**src/rtl/data_frame_builder.sv**
```systemverilog
// data_frame_builder: buffers an 8-bit valid/ready stream in a FIFO and emits header+payload frames.
// Optional checksum byte per frame when FRAME_CKSUM_EN is defined.
module data_frame_builder #(
  parameter int FRAME_LEN = 4,
  parameter int FIFO_DEPTH = 8,
  parameter logic [3:0] HDR_TAG = 4'hA
) (
  input  logic clk,
  input  logic rst,
  input  logic valid_in,
  output logic ready_in,
  input  logic [7:0] data_in,
  output logic valid_out,
  input  logic ready_out,
  output logic [7:0] data_out,
  output logic last_out,
  output logic [7:0] frame_cnt,
  output logic [$clog2(FIFO_DEPTH):0] fifo_level
);
  localparam int AW = $clog2(FIFO_DEPTH);
  localparam int LW = AW + 1;
  localparam int IW = $clog2(FRAME_LEN + 1);
`ifdef FRAME_CKSUM_EN
  typedef enum logic [1:0] {IDLE, PAYLOAD, CKSUM} state_t;
  logic [7:0] sum_q, sum_d;
`else
  typedef enum logic {IDLE, PAYLOAD} state_t;
`endif
  state_t state_q, state_d;
  logic [7:0] mem_q [FIFO_DEPTH];
  logic [AW-1:0] wr_ptr_q, wr_ptr_d, rd_ptr_q, rd_ptr_d;
  logic [LW-1:0] level_q, level_d;
  logic [IW-1:0] idx_q, idx_d;
  logic valid_q, valid_d, last_q, last_d;
  logic [7:0] data_q, data_d, frame_cnt_q, frame_cnt_d, hdr, rd_byte;
  logic slot_free, push, pop, idx_end;
  assign ready_in = level_q != LW'(FIFO_DEPTH);
  assign valid_out = valid_q;
  assign data_out = data_q;
  assign last_out = last_q;
  assign frame_cnt = frame_cnt_q;
  assign fifo_level = level_q;
  always_comb begin
    slot_free = !valid_q || ready_out;
    push = valid_in && ready_in;
    pop = state_q == PAYLOAD && slot_free;
    rd_byte = mem_q[rd_ptr_q];
    idx_end = idx_q == IW'(FRAME_LEN - 1);
    // header of a back-to-back frame must see the count of the frame finishing this cycle
    frame_cnt_d = frame_cnt_q + 8'(valid_q && ready_out && last_q);
    hdr = {HDR_TAG, frame_cnt_d[3:0]};
    wr_ptr_d = wr_ptr_q + AW'(push);
    rd_ptr_d = rd_ptr_q + AW'(pop);
    level_d = level_q + LW'(push) - LW'(pop);
    state_d = state_q;
    idx_d = idx_q;
    valid_d = slot_free ? 1'b0 : valid_q;
    last_d = slot_free ? 1'b0 : last_q;
    data_d = data_q;
`ifdef FRAME_CKSUM_EN
    sum_d = sum_q;
`endif
    if (slot_free && state_q == IDLE && level_q >= LW'(FRAME_LEN)) begin
      state_d = PAYLOAD;
      valid_d = 1'b1;
      data_d = hdr;
      idx_d = '0;
`ifdef FRAME_CKSUM_EN
      sum_d = hdr;
`endif
    end else if (pop) begin
      valid_d = 1'b1;
      data_d = rd_byte;
      idx_d = idx_q + IW'(1);
`ifdef FRAME_CKSUM_EN
      sum_d = sum_q + rd_byte;
      state_d = idx_end ? CKSUM : PAYLOAD;
`else
      state_d = idx_end ? IDLE : PAYLOAD;
      last_d = idx_end;
`endif
    end
`ifdef FRAME_CKSUM_EN
    else if (slot_free && state_q == CKSUM) begin
      valid_d = 1'b1;
      data_d = ~sum_q + 8'd1;
      last_d = 1'b1;
      state_d = IDLE;
    end
`endif
  end
  always_ff @(posedge clk) begin
    if (push) mem_q[wr_ptr_q] <= data_in;
    if (rst) begin
      state_q <= IDLE;
      wr_ptr_q <= '0;
      rd_ptr_q <= '0;
      level_q <= '0;
      idx_q <= '0;
      valid_q <= 1'b0;
      last_q <= 1'b0;
      data_q <= '0;
      frame_cnt_q <= '0;
`ifdef FRAME_CKSUM_EN
      sum_q <= '0;
`endif
    end else begin
      state_q <= state_d;
      wr_ptr_q <= wr_ptr_d;
      rd_ptr_q <= rd_ptr_d;
      level_q <= level_d;
      idx_q <= idx_d;
      valid_q <= valid_d;
      last_q <= last_d;
      data_q <= data_d;
      frame_cnt_q <= frame_cnt_d;
`ifdef FRAME_CKSUM_EN
      sum_q <= sum_d;
`endif
    end
  end
endmodule

```
**config.mk**
```make
export PLATFORM = sky130hd
export DESIGN_NAME = data_frame_builder
export DESIGN_NICKNAME = d
export VERILOG_FILES = /design/src/rtl/data_frame_builder.sv
export SDC_FILE = /design/constraint.sdc
export NUM_CORES = 1
export LEC_CHECK = 0
export ABC_AREA = 1
export BUFFER_PORTS_ARGS = -buffer_cell sky130_fd_sc_hd__buf_2
export CORE_MARGIN = 1
export CORE_UTILIZATION = 40
export CTS_CLUSTER_DIAMETER = 30
export DETAILED_ROUTE_END_ITERATION = 6
export PLACE_DENSITY_LB_ADDON = 0.2
export RECOVER_POWER = 25
export SYNTH_ARGS = -nofsm -noshare
export SYNTH_HDL_FRONTEND = slang
export SYNTH_SLANG_ARGS = --single-unit
```
**constraint.sdc**
```tcl
create_clock -name clk -period 1.77 [get_ports clk]
set_input_delay 0.177 -clock clk [delete_from_list [all_inputs] [get_ports clk]]
set_output_delay 0.177 -clock clk [all_outputs]
set_load 0.005 [all_outputs]
```
==> results_dict.tcl <==
set metrics [dict create \
    dp_slack_ps -45.1 \
    rsz0062_at_grt "yes" \
    io_pins 35 \
    synth.mux.area_fraction 0 \
    place.gp.congestion 0.764 \
    viasPerCell 4.56 \
    min_period_over_period 0.988 \
    fin_skew_ps 10.5 \
    gr-usage-all-layers 0.168 \
    netlist_instances 427 \
    dr.pass1.iters 6 \
    cp_top_family "adder cells" \
    ctsRootBufferMaster "clkbuf_8" \
    synth_top_cell_area_share 0.462 \
    die-area_sq_mm 0.0108 \
    synth_cell_types 24 \
    critPathBufInv 3 \
    core_sq_mm 0.00991 \
    async_flop_share 0 \
    synthSimpleGateAreaFrac 0.202 \
    intPower_mw 3.99 \
    worst_pin_slew_ps 369 \
    drcViolationCount 0 \
    tns_ps 0 \
    routed_wl_mm 8.38 \
    hold_buffers 0 \
    relSlewSlack 0.754 \
    fin_nets 507 \
    fin_ws_ps 21.6 \
    p_seq_frac 0.465 \
    finalSetupViolCount 0 \
    synth.area.top_cells "edfxtp_1 46%, dfxtp_1 15%, nand2_1 9.8%" \
    hold_viol_final 0 \
    start_kind "register" \
    syn_area_sq_mm 0.00416 \
    cts_sinks 96 \
    start_util 0.420 \
    synth_area_per_cell_sq_um 9.74 \
    slowest_delay_ps 510 \
    numCtsBuffers 9 \
    grt_pass1_wl_mm 13.7 \
    syn_nets 454 \
    path_max_fanout 2 \
    required_ps 2030 \
    synth_top_family_by_area "simple AND/OR/NAND/NOR gates" \
    portBuffers 34 \
    cts_max_level 3 \
    ant_nets 0 \
    synthMostInstantiatedCell "nand2_1" \
    fin_cells 618 \
    grt_pass1_vias 2723 \
    yosys.area_share.xor_xnor 0.0126 \
    synth_ff_type "edfxtp_1" \
    dp_hpwl_mm 5.69 \
    criticalPathCategory "register to register" \
    synth_compound_area_frac 0.0304 \
    status "completed" \
    wire_per_inst_microns 13.6 \
    cts_max_path_buffers 2 \
    max_freq_mhz 572 \
    crit_chain "inv_2 -> ha_4 -> nand2_4 -> nand2_4 -> ha_4 -> inv_2 -> ha_4 -> inv_2 -> fa_2 -> nor2_1" \
    dpl_cell_area_sq_mm 0.00461 \
    num_vias 2818 \
    synth.largest_area_cell "edfxtp_1" \
    synthAdderAreaFrac 0.0469 \
    grt-ovfl-total 0 \
    dp_cells 601 \
    grt_max_degree 33 \
    yosys-top-cells-count "109 x nand2_1, 70 x inv_1, 64 x edfxtp_1, 56 x nand3_1, 32 x dfxtp_1" \
    powerDensity_mw_per_mm2 1240 \
    power.share.clock 0.234 \
    fp.dieW_microns 104 \
    end_kind "register" \
    pwr-share-comb 0.301 \
    min_path_type "input port to register" \
    drt_iter0_drc 126 \
    p_leak_nw 2.07 \
    rows 36 \
    ir_drop_mv 0.607 \
    cts_tree "built" \
    cap_violations 0 \
    clock_latency_ps 360 \
    swShare 0.329 \
    antennaDiodeCount 0 \
    postLayoutCellArea_sq_mm 0.00481 \
    yosys_register_bits 96 \
    drive_above_1_share 0.177 \
    area_growth_pct 15.7 \
    final_core_util 0.485 \
    seq_area_frac_synth 0.616 \
    synth-warning-count 0 \
    cp.arrival_ps 2000 \
    cpMaxStageDelayCell "fa_2" \
    switchingPower_mw 1.96 \
    clkTransAtPathRegs_ps 90 \
    dieHeight_microns 104 \
    grt_antenna_before_repair 0 \
    drv_slew 0 \
    fin_crit_ps 1750 \
    synth-edff-count 64 \
]
-- repair_timing --
action | CTS | global route
pin swaps | 1 | 0
resized for setup | 4 | 1
buffers inserted | 1 | 0
endpoints found under the hold margin | 0 | 0
setup endpoints to repair | 3 | 3
-- sequential cells by signal, indices dropped and copies added, names as in the netlist --
register / cells
mem_q: 64
data_out: 8
frame_cnt: 8
fifo_level: 4
idx_q: 3
rd_ptr_q: 3
wr_ptr_q: 3
last_out: 1
state_q: 1
valid_out: 1
-- cell type report --
| type | instances | area [sq um] |
|---|---|---|
| Timing Repair Buffer | 56 | 327 |
| Multi-Input combinational cell | 245 | 1290 |
| Sequential cell | 96 | 2570 |
| Fill cell | 972 | 5100 |
| Tap cell | 133 | 166 |
| Clock buffer | 10 | 128 |
| Clock inverter | 6 | 58.8 |
| Inverter | 72 | 275 |
-- worst register-to-register path: stages (launching register included) --
cell,delay [ps]
dfxtp_2,340
inv_2,50
ha_4,160
nand2_4,60
nand2_4,60
ha_4,230
inv_2,60
ha_4,120
inv_2,40
fa_2,510
nor2_1,40
-- power groups by stage --
stage	Sequential [mW]	Clock, mW	Combinational [mW]
after detailed placement	2.82	0	1.75
after global routing	2.80	1.53	2.06
after global placement	2.80	0	1.73
final	2.77	1.39	1.79
after floorplan	2.82	0	1.25
after CTS	2.77	1.45	1.81
-- final timing paths --
check | from | to | slack [ps] | cells after the start
setup reg to reg | fifo_level[2]$_SDFF_PP0_ | fifo_level[1]$_SDFF_PP0_ | 20 | 10
hold reg to reg | data_out[4]$_SDFFE_PP0N_ | data_out[4]$_SDFFE_PP0N_ | 470 | 2
setup / recovery | fifo_level[2]$_SDFF_PP0_ | fifo_level[1]$_SDFF_PP0_ | 20 | 10
hold / removal | data_in[0] | mem_q[5][0]$_DFFE_PP_ | 120 | 1
-- cell usage in the layout (no fill, tap or decap), drive strengths merged, types with 2 or more instances in the layout --
master,netlist,final
nand2,111,111
inv,72,73
edfxtp,64,64
nand3,56,56
buf,12,49
dfxtp,32,32
nor2,30,30
clkbuf,2,17
a21oi,15,15
ha,14,14
o21ai,5,5
xnor2,4,4
or2,3,3
clkinv,0,3
xor2,2,2
o21a,2,2
-- stage by stage --
stage | power, mW | hold WS [ps]
after floorplan | 4.07 | 276
after CTS | 6.02 | 73.9
after global routing | 6.39 | 139
final | 5.95 | 122
after global placement | 4.53 | 448
after detailed placement | 4.57 | 458
-- kinds of logic after synthesis --
| group | after synthesis |
|---|---|
| compound gates | 23 |
| fa+ha+maj | 15 |
| xor+xnor | 6 |
| buf+inv | 86 |
| simple gates | 201 |
| flops | 96 |
-- metal layers --
layer	up-vias	share of wire	track usage
met3	13	0.051	0.0313
met2	52	0.47	0.255
met1	1285	0.46	0.224
met4	0	0.021	0.102
met5	-	0	0
li1	1468	-	-
Power figures use the tool's default switching activity.
